**config.mk**
```make
export PLATFORM = sky130hd
export DESIGN_NAME = axil_reg_slave
export DESIGN_NICKNAME = d
export VERILOG_FILES = /design/src/rtl/axil_reg_slave.sv
export SDC_FILE = /design/constraint.sdc
export NUM_CORES = 1
export LEC_CHECK = 0
export ABC_AREA = 1
export BUFFER_PORTS_ARGS = -buffer_cell sky130_fd_sc_hd__buf_4
export CELL_PAD_IN_SITES_DETAIL_PLACEMENT = 0
export CELL_PAD_IN_SITES_GLOBAL_PLACEMENT = 1
export CORE_MARGIN = 4
export CORE_UTILIZATION = 40
export DETAILED_ROUTE_END_ITERATION = 12
export HOLD_SLACK_MARGIN = 0.12
export PLACE_DENSITY_LB_ADDON = 0.1
export SYNTH_ARGS = -nofsm -noshare
export SYNTH_HDL_FRONTEND = slang
export SYNTH_SLANG_ARGS = --single-unit
```
**constraint.sdc**
```tcl
create_clock -name s_axi_aclk -period 1.2 [get_ports s_axi_aclk]
set_input_delay 0.12 -clock s_axi_aclk [delete_from_list [all_inputs] [get_ports s_axi_aclk]]
set_output_delay 0.12 -clock s_axi_aclk [all_outputs]
set_load 0.01 [all_outputs]
```
**src/rtl/axil_reg_slave.sv**
```systemverilog
// axil_reg_slave: AXI4-Lite slave with CTRL/DATA/STATUS/ID registers; define AXIL_REG_WSTRB_EN to honour byte strobes
module axil_reg_slave #(
    parameter int                    DATA_WIDTH = 32,
    parameter int                    ADDR_WIDTH = 8,
    parameter int                    RESP_WIDTH = 3,
    parameter logic [ADDR_WIDTH-1:0] BASE_ADDR  = '0,
    parameter logic [DATA_WIDTH-1:0] ID_VALUE   = 32'hA11C_0001
) (
    input  logic                    s_axi_aclk,
    input  logic                    s_axi_aresetn,
    input  logic [ADDR_WIDTH-1:0]   s_axi_awaddr,
    input  logic                    s_axi_awvalid,
    output logic                    s_axi_awready,
    input  logic [DATA_WIDTH-1:0]   s_axi_wdata,
    input  logic [DATA_WIDTH/8-1:0] s_axi_wstrb,
    input  logic                    s_axi_wvalid,
    output logic                    s_axi_wready,
    output logic [RESP_WIDTH-1:0]   s_axi_bresp,
    output logic                    s_axi_bvalid,
    input  logic                    s_axi_bready,
    input  logic [ADDR_WIDTH-1:0]   s_axi_araddr,
    input  logic                    s_axi_arvalid,
    output logic                    s_axi_arready,
    output logic [DATA_WIDTH-1:0]   s_axi_rdata,
    output logic [RESP_WIDTH-1:0]   s_axi_rresp,
    output logic                    s_axi_rvalid,
    input  logic                    s_axi_rready
);
    localparam int SW = DATA_WIDTH / 8;
    localparam logic [RESP_WIDTH-1:0] OKAY   = '0;
    localparam logic [RESP_WIDTH-1:0] SLVERR = RESP_WIDTH'(2);

    typedef enum logic {W_IDLE, W_RESP} w_state_e;
    typedef enum logic {R_IDLE, R_DATA} r_state_e;

    w_state_e                w_state_q, w_state_d;
    r_state_e                r_state_q, r_state_d;
    logic                    aw_held_q, aw_held_d, w_held_q, w_held_d;
    logic [ADDR_WIDTH-1:2]   awaddr_q, awaddr_d;
    logic [DATA_WIDTH-1:0]   wdata_q, wdata_d;
    logic [SW-1:0]           wstrb_q, wstrb_d;
    logic                    awready_q, awready_d, wready_q, wready_d, bvalid_q, bvalid_d;
    logic [RESP_WIDTH-1:0]   bresp_q, bresp_d, rresp_q, rresp_d;
    logic                    arready_q, arready_d, rvalid_q, rvalid_d;
    logic [DATA_WIDTH-1:0]   rdata_q, rdata_d;
    logic [DATA_WIDTH-1:0]   ctrl_q, ctrl_d, data_q, data_d;
    logic [15:0]             cnt_q, cnt_d;
    logic [DATA_WIDTH-1:0]   wmask, status, rd_word;
    logic                    aw_hit, ar_hit, unused_ok;

`ifdef AXIL_REG_WSTRB_EN
    // Expand latched byte strobes into a bit mask
    always_comb begin
        wmask = '0;
        for (int i = 0; i < SW; i++) wmask[8*i +: 8] = {8{wstrb_q[i]}};
    end
    assign unused_ok = ^{s_axi_awaddr[1:0], s_axi_araddr[1:0]};
`else
    assign wmask     = '1;
    assign unused_ok = ^{s_axi_awaddr[1:0], s_axi_araddr[1:0], wstrb_q};
`endif

    assign aw_hit  = awaddr_q[ADDR_WIDTH-1:4] == BASE_ADDR[ADDR_WIDTH-1:4];
    assign ar_hit  = s_axi_araddr[ADDR_WIDTH-1:4] == BASE_ADDR[ADDR_WIDTH-1:4];
    assign status  = {{(DATA_WIDTH-16){1'b0}}, cnt_q};
    assign rd_word = (s_axi_araddr[3:2] == 2'd0) ? ctrl_q :
                     (s_axi_araddr[3:2] == 2'd1) ? data_q :
                     (s_axi_araddr[3:2] == 2'd2) ? status : ID_VALUE;

    // Write FSM: latch AW and W independently, commit once both are held, then respond
    always_comb begin
        w_state_d = w_state_q;
        aw_held_d = aw_held_q;
        w_held_d  = w_held_q;
        awaddr_d  = awaddr_q;
        wdata_d   = wdata_q;
        wstrb_d   = wstrb_q;
        bvalid_d  = bvalid_q;
        bresp_d   = bresp_q;
        ctrl_d    = ctrl_q;
        data_d    = data_q;
        cnt_d     = cnt_q;
        if (w_state_q == W_IDLE) begin
            if (s_axi_awvalid && awready_q) begin
                aw_held_d = 1'b1;
                awaddr_d  = s_axi_awaddr[ADDR_WIDTH-1:2];
            end
            if (s_axi_wvalid && wready_q) begin
                w_held_d = 1'b1;
                wdata_d  = s_axi_wdata;
                wstrb_d  = s_axi_wstrb;
            end
            if (aw_held_q && w_held_q) begin
                w_state_d = W_RESP;
                aw_held_d = 1'b0;
                w_held_d  = 1'b0;
                bvalid_d  = 1'b1;
                bresp_d   = aw_hit ? OKAY : SLVERR;
                if (aw_hit) begin
                    cnt_d = cnt_q + 16'd1;
                    if (awaddr_q[3:2] == 2'd0) ctrl_d = (ctrl_q & ~wmask) | (wdata_q & wmask);
                    if (awaddr_q[3:2] == 2'd1) data_d = (data_q & ~wmask) | (wdata_q & wmask);
                end
            end
        end else if (s_axi_bready) begin
            w_state_d = W_IDLE;
            bvalid_d  = 1'b0;
        end
        awready_d = (w_state_d == W_IDLE) && !aw_held_d;
        wready_d  = (w_state_d == W_IDLE) && !w_held_d;
    end

    // Write-path and register state
    always_ff @(posedge s_axi_aclk or negedge s_axi_aresetn) begin
        if (!s_axi_aresetn) begin
            w_state_q <= W_IDLE;
            aw_held_q <= 1'b0;
            w_held_q  <= 1'b0;
            awaddr_q  <= '0;
            wdata_q   <= '0;
            wstrb_q   <= '0;
            awready_q <= 1'b0;
            wready_q  <= 1'b0;
            bvalid_q  <= 1'b0;
            bresp_q   <= '0;
            ctrl_q    <= '0;
            data_q    <= '0;
            cnt_q     <= '0;
        end else begin
            w_state_q <= w_state_d;
            aw_held_q <= aw_held_d;
            w_held_q  <= w_held_d;
            awaddr_q  <= awaddr_d;
            wdata_q   <= wdata_d;
            wstrb_q   <= wstrb_d;
            awready_q <= awready_d;
            wready_q  <= wready_d;
            bvalid_q  <= bvalid_d;
            bresp_q   <= bresp_d;
            ctrl_q    <= ctrl_d;
            data_q    <= data_d;
            cnt_q     <= cnt_d;
        end
    end

    // Read FSM: sample the register file on the AR handshake and hold until rready
    always_comb begin
        r_state_d = r_state_q;
        rvalid_d  = rvalid_q;
        rdata_d   = rdata_q;
        rresp_d   = rresp_q;
        if (r_state_q == R_IDLE) begin
            if (s_axi_arvalid && arready_q) begin
                r_state_d = R_DATA;
                rvalid_d  = 1'b1;
                rdata_d   = ar_hit ? rd_word : '0;
                rresp_d   = ar_hit ? OKAY : SLVERR;
            end
        end else if (s_axi_rready) begin
            r_state_d = R_IDLE;
            rvalid_d  = 1'b0;
        end
        arready_d = r_state_d == R_IDLE;
    end

    // Read-path state
    always_ff @(posedge s_axi_aclk or negedge s_axi_aresetn) begin
        if (!s_axi_aresetn) begin
            r_state_q <= R_IDLE;
            arready_q <= 1'b0;
            rvalid_q  <= 1'b0;
            rdata_q   <= '0;
            rresp_q   <= '0;
        end else begin
            r_state_q <= r_state_d;
            arready_q <= arready_d;
            rvalid_q  <= rvalid_d;
            rdata_q   <= rdata_d;
            rresp_q   <= rresp_d;
        end
    end

    assign s_axi_awready = awready_q;
    assign s_axi_wready  = wready_q;
    assign s_axi_bvalid  = bvalid_q;
    assign s_axi_bresp   = bresp_q;
    assign s_axi_arready = arready_q;
    assign s_axi_rvalid  = rvalid_q;
    assign s_axi_rdata   = rdata_q;
    assign s_axi_rresp   = rresp_q;
endmodule

```
==> impl_table.tex, run 1 <==
\begin{tabular}{lr}
\hline
Metric & Value \\
\hline
\multicolumn{2}{l}{\textbf{Status}} \\
\quad Result of the run & finished with violations \\
\quad Failing checks & negative setup slack \\
\multicolumn{2}{l}{\textbf{Critical path}} \\
\quad Critical Path Sink & cnt\_q[8] \\
\quad Endpoint of the worst register-to-register path & cnt\_q[8] \\
\quad Worst flop-to-flop path startpoint & awaddr\_q[7] \\
\quad Critical path type & reg2reg \\
\quad Worst Reg-to-Reg Cells & 8 \\
\quad Source of the critical timing path & awaddr\_q[7] \\
\quad Worst Path Max Fanout & 5 \\
\quad Data arrival time of the critical path & 1770 ps \\
\quad Kind of end point of the critical path & register \\
\quad Register-to-register setup slack & -250 ps \\
\quad Required time at the worst-slack endpoint & between 1500 and 2000 ps \\
\quad Kind of start point of the critical path & register \\
\multicolumn{2}{l}{\textbf{Die}} \\
\quad DIE HEIGHT & around 140 um \\
\quad Starting density of the core & 0.410 \\
\quad Die footprint & 20,000 sq um \\
\quad Die Wd & 141 um \\
\quad Number of placement rows & 48 \\
\quad Number of ports placed on the die boundary & $\sim$100 \\
\quad Placeable core region & approximately 17,000 sq um \\
\multicolumn{2}{l}{\textbf{Synth}} \\
\quad \#FFs+latches synth & about 160 \\
\quad Proportion of synthesized chip area in sequential cells & 0.566 \\
\quad Combined area of all synthesized cells & between 7000 and 8000 sq um \\
\quad Largest cells by area after synthesis & sky130\_fd\_sc\_hd\_\_dfrtp\_1 57\%, sky130\_fd\_sc\_hd\_\_nand2\_1 12\%, sky130\_fd\_sc\_hd\_\_o21ai\_2 7.8\% \\
\quad Async SR Flop Fraction & 1.00 \\
\quad Synthesized netlist cell count & approximately 760 \\
\quad Fraction of post-synthesis cell area in the top cell type by area & 0.566 \\
\quad Mean Syn Cell Area & between 9 and 10 sq um \\
\quad Cell type contributing the most total cell area after synthesis & sky130\_fd\_sc\_hd\_\_dfrtp\_1 \\
\quad Most frequent cells after synthesis & 234 x sky130\_fd\_sc\_hd\_\_nand2\_1, 161 x sky130\_fd\_sc\_hd\_\_dfrtp\_1, 63 x sky130\_fd\_sc\_hd\_\_o21ai\_2 \\
\quad Synth Flop Type & sky130\_fd\_sc\_hd\_\_dfrtp\_1 \\
\quad Cell with the most instances after synthesis & sky130\_fd\_sc\_hd\_\_nand2\_1 \\
\quad Count of warnings emitted by yosys & 0 \\
\quad Library cells used by synthesis & 32 \\
\quad Post-synth EDFFs & 0 \\
\multicolumn{2}{l}{\textbf{Cells and area}} \\
\quad Number of non-filler instances in the completed layout & $\sim$1,200 \\
\quad Antenna cells & 0 \\
\quad Growth of design area from synthesis to finish & 47.7\% \\
\quad Final-stage net count & about 1,000 \\
\quad Share of layout cells above drive strength 1 & 0.431 \\
\quad Finished Core Util & 0.606 \\
\multicolumn{2}{l}{\textbf{STA}} \\
\quad Number of endpoints failing setup at the final stage & roughly 120 \\
\quad Maximum achievable frequency & 0.690 GHz \\
\quad Setup repair after global routing missed its margin & true \\
\quad Setup TNS Final & -17,520 ps \\
\quad Final worst slack & -249 ps \\
\quad Minimum clock period & 1450 ps \\
\quad Count of endpoints failing hold in the final timing report & 0 \\
\quad Final max-slew violation count & 0 \\
\quad Final period util & 1.21 \\
\quad Maximum clock skew at final layout & $\sim$8.4 ps \\
\multicolumn{2}{l}{\textbf{Routing}} \\
\quad Post-route antenna net violation count & 0 \\
\quad Iter 0 DRT Violations & around 290 \\
\quad Post-detailed-route via-to-cell ratio & 4.83 \\
\quad Post-route DRC & 0 \\
\quad Final routed wire length divided by cell count & between 15 and 20 um \\
\quad Detailed Routing Iterations Pass 1 & 4 \\
\quad Aggregate routed wire length & between 15,000 and 20,000 um \\
\quad Total via count after detailed routing & just under 6,000 \\
\multicolumn{2}{l}{\textbf{Power}} \\
\quad Peak supply drop & 1.10 mV \\
\quad Cell area power density & 2000 nW/um\^{}2 \\
\quad P\_leak & a little over 5 nW \\
\quad Post-layout total power & 21.0 mW \\
\multicolumn{2}{l}{\textbf{Global routing}} \\
\quad GRT Overall Usage & 0.194 \\
\quad Antenna violations before repair & 0 \\
\quad Via count of the first global-routing pass & about 6,000 \\
\quad Largest net degree at the start of global routing & 86 \\
\quad Global-route wire length before repair & slightly above 30,000 um \\
\quad Total overflow reported by the global router & 0 \\
\multicolumn{2}{l}{\textbf{Worst hold path}} \\
\quad Class of the most critical hold timing path & in2reg \\
\multicolumn{2}{l}{\textbf{CTS}} \\
\quad TritonCTS clock tree & done \\
\quad Maximum number of buffers from clock root to sink & 2 \\
\quad Clock Tree Root & sky130\_fd\_sc\_hd\_\_clkbuf\_16 \\
\quad Clock network latency to the later pin of the worst-skew pair & $\sim$430 ps \\
\quad Clock edge transition at the registers on the reported setup and hold paths & 60 ps \\
\quad \# clock sinks & 161 \\
\quad Number of buffers added by the clock tree synthesis step & 17 \\
\quad Number of levels the H-tree was split into & 4 \\
\multicolumn{2}{l}{\textbf{Place}} \\
\quad Total of buffers placed on input and output ports & a little under 90 \\
\quad Final GP Congestion & just under 0.8 \\
\quad Final HPWL from detailed placement & approximately 12,000 um \\
\quad Placed insts & $\sim$1,100 \\
\multicolumn{2}{l}{\textbf{Flow run}} \\
\quad Max Cap Violations & 0 \\
\hline
\end{tabular}
timing repair:
item                       CTS  global route
setup endpoints to repair  119           146
cloned                       9             4
hold endpoints to repair   208             0
hold buffers                47             0
setup buffers                9            12
pin swaps                    5            15
gates resized for setup     98            69
layout by cell type, fill, tap and decap left out, types with 20 or more instances in the layout:
cell                            instances
sky130_fd_sc_hd__nand2_1              191
sky130_fd_sc_hd__dfrtp_1              161
sky130_fd_sc_hd__buf_4                125
sky130_fd_sc_hd__nand2_2               68
sky130_fd_sc_hd__o21ai_2               63
sky130_fd_sc_hd__dlygate4sd3_1         47
sky130_fd_sc_hd__inv_1                 46
sky130_fd_sc_hd__nor2_4                37
sky130_fd_sc_hd__nor2_1                24
sky130_fd_sc_hd__a21oi_2               24
sky130_fd_sc_hd__clkbuf_16             20
kinds of logic (layout without fill, tap and decap cells):
group / Yosys count / in the layout / synth area share
XOR/XNOR: 8 / 8 / 0.00984
AO/OA/AOI/OAI: 135 / 135 / 0.139
adder cells (fa/ha/maj): 1 / 1 / 0.00176
other: 1 / 4 / 0.000527
buffers and inverters: 89 / 303 / 0.0661
flip-flops: 161 / 161 / 0.566
AND/OR/NAND/NOR: 360 / 360 / 0.217
metrics by stage:
stage / hold WS (ps) / cell area [sq um] / setup slack (ps)
after floorplan: -176 / 7230 / -102
after global placement: 172 / 8440 / -198
after detailed placement: 168 / 8440 / -264
after CTS: 171 / 10200 / -257
after global routing: 186 / 10500 / -344
final: 168 / 10500 / -249
state kept, by name (all words and copies together), names as in the netlist:
name and count:
s_axi_bresp 1, ctrl_q 32, w_state_q 1, r_state_q 1, s_axi_rresp 1, s_axi_arready 1
awaddr_q 6, cnt_q 16, s_axi_rvalid 1, s_axi_rdata 32, s_axi_bvalid 1, s_axi_awready 1
s_axi_wready 1, data_q 32, w_held_q 1, wdata_q 32, aw_held_q 1
area by class of cell:
class	count	area [sq um]
flip-flops and latches	161	4030
repair buffers	218	2240
fillers	1469	6840
clock inverters	10	109
inverters	53	199
multi-input cells	508	3190
clock buffers	22	474
well taps	225	282
worst min path at each step:
stage	start	to	slack (ps)	cells after the start
finish	s_axi_araddr[2]	s_axi_rdata[29]	170	4
global route	s_axi_araddr[3]	s_axi_rdata[19]	190	4
CTS	s_axi_araddr[2]	s_axi_rdata[29]	170	4
detailed placement	s_axi_aresetn	data_q[7]	170	2
global placement	s_axi_aresetn	data_q[7]	170	2
floorplan	s_axi_aresetn	aw_held_q	-180	0
critical path, cell delays in order (launching register included):
cell and delay [ps]:
sky130_fd_sc_hd__dfrtp_1 390, sky130_fd_sc_hd__nor2_2 140, sky130_fd_sc_hd__nand2_2 110, sky130_fd_sc_hd__nor2_8 140
sky130_fd_sc_hd__buf_4 170, sky130_fd_sc_hd__buf_8 120, sky130_fd_sc_hd__nand2_1 90, sky130_fd_sc_hd__o21ai_1 130
sky130_fd_sc_hd__nand2_1 50
per-layer routing:
layer	part of all wire	wire length, um	up-vias	GRT usage
li1	-	-	2835	-
met1	0.46	8710	2824	0.271
met2	0.49	9260	103	0.306
met5	0	0	-	0
met4	0.016	308	0	0.0591
met3	0.039	742	21	0.0408
where the power goes:
part | leakage [nW] | internal, mW | switching [mW]
Sequential | 2.04 | 7.21 | 1.04
Combinational | 2.72 | 3.49 | 3.89
Clock | 0.286 | 3.21 | 2.18
Total | 5.05 | 13.9 | 7.11
Power figures use the tool's default switching activity.
==> run 2: changes to the inputs <==
--- a/config.mk
+++ b/config.mk
@@ -5,12 +5,11 @@
 export SDC_FILE = /design/constraint.sdc
 export NUM_CORES = 1
 export LEC_CHECK = 0
-export ABC_AREA = 1
 export BUFFER_PORTS_ARGS = -buffer_cell sky130_fd_sc_hd__buf_4
 export CELL_PAD_IN_SITES_DETAIL_PLACEMENT = 0
 export CELL_PAD_IN_SITES_GLOBAL_PLACEMENT = 1
 export CORE_MARGIN = 4
-export CORE_UTILIZATION = 40
+export CORE_UTILIZATION = 41
 export DETAILED_ROUTE_END_ITERATION = 12
 export HOLD_SLACK_MARGIN = 0.12
 export PLACE_DENSITY_LB_ADDON = 0.1
==> run 2 against run 1 <==
Effect of this change:
- the flow still finishes with violations (negative setup slack)
- count of clock-buffer cells in the layout up 1
- routed wire length fell by 16%
- die area fell by 9.3%
- flip-flop and latch count unchanged
- first-iteration DRC count fell by 30%
- cell count is 23% lower
- core utilization increased by 0.31 points
- sequential power shrank 2%
- critical endpoint is now ctrl_q[3]
==> impl_table.tex, run 2 <==
\begin{tabular}{lr}
\hline
Metric & Value \\
\hline
\multicolumn{2}{l}{\textbf{Synth}} \\
\quad \#FFs+latches synth & 161 (unchanged) \\
\quad Cell with the most instances after synthesis & sky130\_fd\_sc\_hd\_\_dfrtp\_1 (was sky130\_fd\_sc\_hd\_\_nand2\_1) \\
\quad Post-synth EDFFs & 0 (unchanged) \\
\quad Count of warnings emitted by yosys & 0 (unchanged) \\
\quad Combined area of all synthesized cells & 6580 sq um (was 7120 sq um) \\
\quad Post-synthesis xor/xnor area fraction & 0.0200 (was 0.00984) \\
\quad Proportion of synthesized chip area in sequential cells & 0.612 (was 0.566) \\
\quad Synth Area in Adders & 0.00190 (was 0.00176) \\
\quad Proportion of synthesized area in mux cells & 0.213 (was 0) \\
\quad Mean Syn Cell Area & 13.4 sq um (was 9.43 sq um) \\
\quad Async SR Flop Fraction & 1.00 (unchanged) \\
\quad Library cells used by synthesis & 37 (was 32) \\
\quad Fraction of post-synthesis cell area in the top cell type by area & 0.612 (was 0.566) \\
\quad Most frequent cells after synthesis & 161 x sky130\_fd\_sc\_hd\_\_dfrtp\_1, 101 x sky130\_fd\_sc\_hd\_\_mux2\_2, 50 x sky130\_fd\_sc\_hd\_\_nand2\_1 (was 234 x sky130\_fd\_sc\_hd\_\_nand2\_1, 161 x sky130\_fd\_sc\_hd\_\_dfrtp\_1, 63 x sky130\_fd\_sc\_hd\_\_o21ai\_2) \\
\quad Synthesized netlist cell count & 490 (was 755) \\
\quad Largest cells by area after synthesis & sky130\_fd\_sc\_hd\_\_dfrtp\_1 61\%, sky130\_fd\_sc\_hd\_\_mux2\_2 17\%, sky130\_fd\_sc\_hd\_\_mux2i\_1 3.8\% (was sky130\_fd\_sc\_hd\_\_dfrtp\_1 57\%, sky130\_fd\_sc\_hd\_\_nand2\_1 12\%, sky130\_fd\_sc\_hd\_\_o21ai\_2 7.8\%) \\
\quad Cell type contributing the most total cell area after synthesis & sky130\_fd\_sc\_hd\_\_dfrtp\_1 (unchanged) \\
\quad Synth Flop Type & sky130\_fd\_sc\_hd\_\_dfrtp\_1 (unchanged) \\
\quad Fraction of the mapped netlist area in simple logic gates & 0.0660 (was 0.217) \\
\quad Largest family of logic cells by synthesized area & multiplexers (was simple AND/OR/NAND/NOR gates) \\
\quad Synthesized-area fraction occupied by ao, oa, aoi and oai cells & 0.0601 (was 0.139) \\
\multicolumn{2}{l}{\textbf{Routing}} \\
\quad Detailed Routing Iterations Pass 1 & 4 (unchanged) \\
\quad Iter 0 DRT Violations & 199 (was 285) \\
\quad Post-route antenna net violation count & 0 (unchanged) \\
\quad Post-route DRC & 0 (unchanged) \\
\quad Total via count after detailed routing & 4,545 (was 5,783) \\
\quad Post-detailed-route via-to-cell ratio & 4.93 (was 4.83) \\
\quad Aggregate routed wire length & 16,000 um (was 19,000 um) \\
\quad Final routed wire length divided by cell count & 17.3 um (was 15.9 um) \\
\multicolumn{2}{l}{\textbf{Cells and area}} \\
\quad Antenna cells & 0 (unchanged) \\
\quad Growth of design area from synthesis to finish & 46.5\% (was 47.7\%) \\
\quad Final-stage net count & 752 (was 1,019) \\
\quad Most common cell after layout, fill and taps aside & sky130\_fd\_sc\_hd\_\_dfrtp\_1 (was sky130\_fd\_sc\_hd\_\_nand2\_1) \\
\quad Share of layout cells above drive strength 1 & 0.479 (was 0.431) \\
\quad Commonest cells after routing, fill and taps aside & 161 x sky130\_fd\_sc\_hd\_\_dfrtp\_1, 123 x sky130\_fd\_sc\_hd\_\_buf\_4, 92 x sky130\_fd\_sc\_hd\_\_mux2\_2 (was 191 x sky130\_fd\_sc\_hd\_\_nand2\_1, 161 x sky130\_fd\_sc\_hd\_\_dfrtp\_1, 125 x sky130\_fd\_sc\_hd\_\_buf\_4) \\
\multicolumn{2}{l}{\textbf{Die}} \\
\quad DIE HEIGHT & 135 um (was 141 um) \\
\quad Number of placement rows & 46 (was 48) \\
\quad Starting density of the core & 0.416 (was 0.410) \\
\quad Placeable core region & 15,800 sq um (was 17,400 sq um) \\
\quad Die footprint & 18,100 sq um (was 20,000 sq um) \\
\quad Number of ports placed on the die boundary & 102 (unchanged) \\
\quad Die Wd & 135 um (was 141 um) \\
\multicolumn{2}{l}{\textbf{Critical path}} \\
\quad Critical path's slowest cell & sky130\_fd\_sc\_hd\_\_or4\_4 (was sky130\_fd\_sc\_hd\_\_dfrtp\_1) \\
\quad Kind of start point of the critical path & register (unchanged) \\
\quad Worst Reg-to-Reg Cells & 5 (was 8) \\
\quad Register-to-register setup slack & -850 ps (was -250 ps) \\
\quad Critical path type & reg2reg (unchanged) \\
\quad Kind of end point of the critical path & register (unchanged) \\
\quad Endpoint of the worst register-to-register path & ctrl\_q[3] (was cnt\_q[8]) \\
\quad Worst flop-to-flop path startpoint & awaddr\_q[5] (was awaddr\_q[7]) \\
\quad Worst Path Max Fanout & 21 (was 5) \\
\quad Crit path cell chain & or4\_4, or2\_4, nor3\_4, buf\_12, mux2\_2 (was nor2\_2, nand2\_2, nor2\_8, buf\_4, buf\_8, nand2\_1, o21ai\_1, nand2\_1) \\
\quad Data arrival time of the critical path & 2350 ps (was 1770 ps) \\
\quad Required time at the worst-slack endpoint & 1500 ps (was 1520 ps) \\
\quad Largest stage delay on the critical path & 530 ps (was 390 ps) \\
\multicolumn{2}{l}{\textbf{Worst hold path}} \\
\quad Class of the most critical hold timing path & in2async (was in2reg) \\
\multicolumn{2}{l}{\textbf{Global routing}} \\
\quad Met3 track utilization from global routing & 0.0354 (was 0.0408) \\
\quad Antenna violations before repair & 0 (unchanged) \\
\quad Global routing met1 resource utilization & 0.236 (was 0.271) \\
\quad GRT Overall Usage & 0.180 (was 0.194) \\
\quad Busiest layer in global routing & met2 (unchanged) \\
\quad Total overflow reported by the global router & 0 (unchanged) \\
\quad Global-route wire length before repair & 24,900 um (was 30,700 um) \\
\quad Via count of the first global-routing pass & 4,717 (was 5,984) \\
\quad Met2 layer usage reported by global route & 0.304 (was 0.306) \\
\quad Largest net degree at the start of global routing & 42 (was 86) \\
\multicolumn{2}{l}{\textbf{Flow run}} \\
\quad Max Cap Violations & 0 (unchanged) \\
\multicolumn{2}{l}{\textbf{CTS}} \\
\quad Clock Tree Root & sky130\_fd\_sc\_hd\_\_clkbuf\_16 (unchanged) \\
\quad Number of buffers added by the clock tree synthesis step & 17 (unchanged) \\
\quad \# clock sinks & 161 (unchanged) \\
\quad TritonCTS clock tree & done (unchanged) \\
\quad Maximum number of buffers from clock root to sink & 2 (unchanged) \\
\quad Clock network latency to the later pin of the worst-skew pair & 420 ps (was 430 ps) \\
\quad Number of levels the H-tree was split into & 4 (unchanged) \\
\quad Clock edge transition at the registers on the reported setup and hold paths & 60 ps (about the same) \\
\multicolumn{2}{l}{\textbf{Status}} \\
\quad Failing checks & negative setup slack (unchanged) \\
\quad Result of the run & finished with violations (unchanged) \\
\multicolumn{2}{l}{\textbf{STA}} \\
\quad Final period util & 1.71 (was 1.21) \\
\quad Number of endpoints failing setup at the final stage & 145 (was 116) \\
\quad Maximum achievable frequency & 0.488 GHz (was 0.690 GHz) \\
\quad Setup repair after global routing missed its margin & true (unchanged) \\
\quad Final worst slack & -851 ps (was -249 ps) \\
\quad Count of endpoints failing hold in the final timing report & 0 (unchanged) \\
\quad Final max-slew violation count & 0 (unchanged) \\
\quad Maximum clock skew at final layout & 7.58 ps (was 8.40 ps) \\
\quad Minimum clock period & 2050 ps (was 1450 ps) \\
\multicolumn{2}{l}{\textbf{Power}} \\
\quad Cell area power density & 1960 nW/um\^{}2 (was 2000 nW/um\^{}2) \\
\quad P\_leak & 4.72 nW (was 5.05 nW) \\
\quad Post-layout total power & 18.9 mW (was 21.0 mW) \\
\quad Peak supply drop & 1.14 mV (was 1.10 mV) \\
\multicolumn{2}{l}{\textbf{Place}} \\
\quad Total of buffers placed on input and output ports & 89 (unchanged) \\
\quad Final HPWL from detailed placement & 10,400 um (was 11,800 um) \\
\quad Final GP Congestion & 0.759 (was 0.795) \\
\quad Post-place setup slack & -863 ps (was -264 ps) \\
\hline
\end{tabular}
-- run 2: layout make-up --
type | instances | area, sq um
repair buffers | 207 | 1980
multi-input cells | 298 | 2670
flip-flops and latches | 161 | 4030
clock inverters | 9 | 176
fillers | 1300 | 6190
inverters | 7 | 28.8
well taps | 216 | 270
clock buffers | 23 | 488
-- run 2: per-layer routing --
layer	up-vias	share of wire
li1	2134	-
met1	2303	0.44
met2	95	0.51
met3	13	0.040
met4	0	0.012
met5	-	0
-- run 2: cell families after synthesis --
kind of cell / count (synthesis)
adder cells (fa/ha/maj): 1
buffers and inverters: 34
AO/OA/AOI/OAI: 61
XOR/XNOR: 15
other: 1
flip-flops: 161
AND/OR/NAND/NOR: 90
multiplexers: 127
-- run 2: worst max path at each step --
stage | start | to | slack [ps] | depth (start not counted)
5_1_grt | awaddr_q[5] | ctrl_q[19] | -900 | 5
6_report | awaddr_q[5] | ctrl_q[3] | -850 | 5
2_1_floorplan | awaddr_q[5] | ctrl_q[10] | -800 | 5
3_3_place_gp | awaddr_q[5] | ctrl_q[15] | -850 | 5
4_1_cts | awaddr_q[5] | ctrl_q[3] | -860 | 5
3_5_place_dp | awaddr_q[5] | ctrl_q[16] | -860 | 5
-- run 2: stage by stage --
step	hold slack, ps	instance area (sq um)	setup TNS [ps]	std cells	utilization
3_3_place_gp	2.54	7930	-66480	826	0.501
2_1_floorplan	-176	6670	-55090	493	-
5_1_grt	150	9640	-86540	921	0.609
4_1_cts	135	9460	-77340	913	0.598
6_report	135	9640	-78040	921	0.609
3_5_place_dp	6.46	7930	-69750	826	0.501
-- run 2: power by group --
part	internal, mW	switching (mW)
logic	2.89	1.89
registers	7.07	1.02
clock network	3.91	2.11
-- run 2: repair_timing --
action,4_1_cts,5_1_grt
endpoints found under the setup margin,156,157
hold buffers,42,0
endpoints found under the hold margin,207,0
setup buffers,8,10
gates cloned,5,1
resized for setup,66,25
pin swaps,12,13
-- run 2: critical path: cells and delay by family, from the launching register on --
family        cells  cell delay (ps)
flops             1              370
buf+inv           1              210
mux               1              350
simple gates      3              970
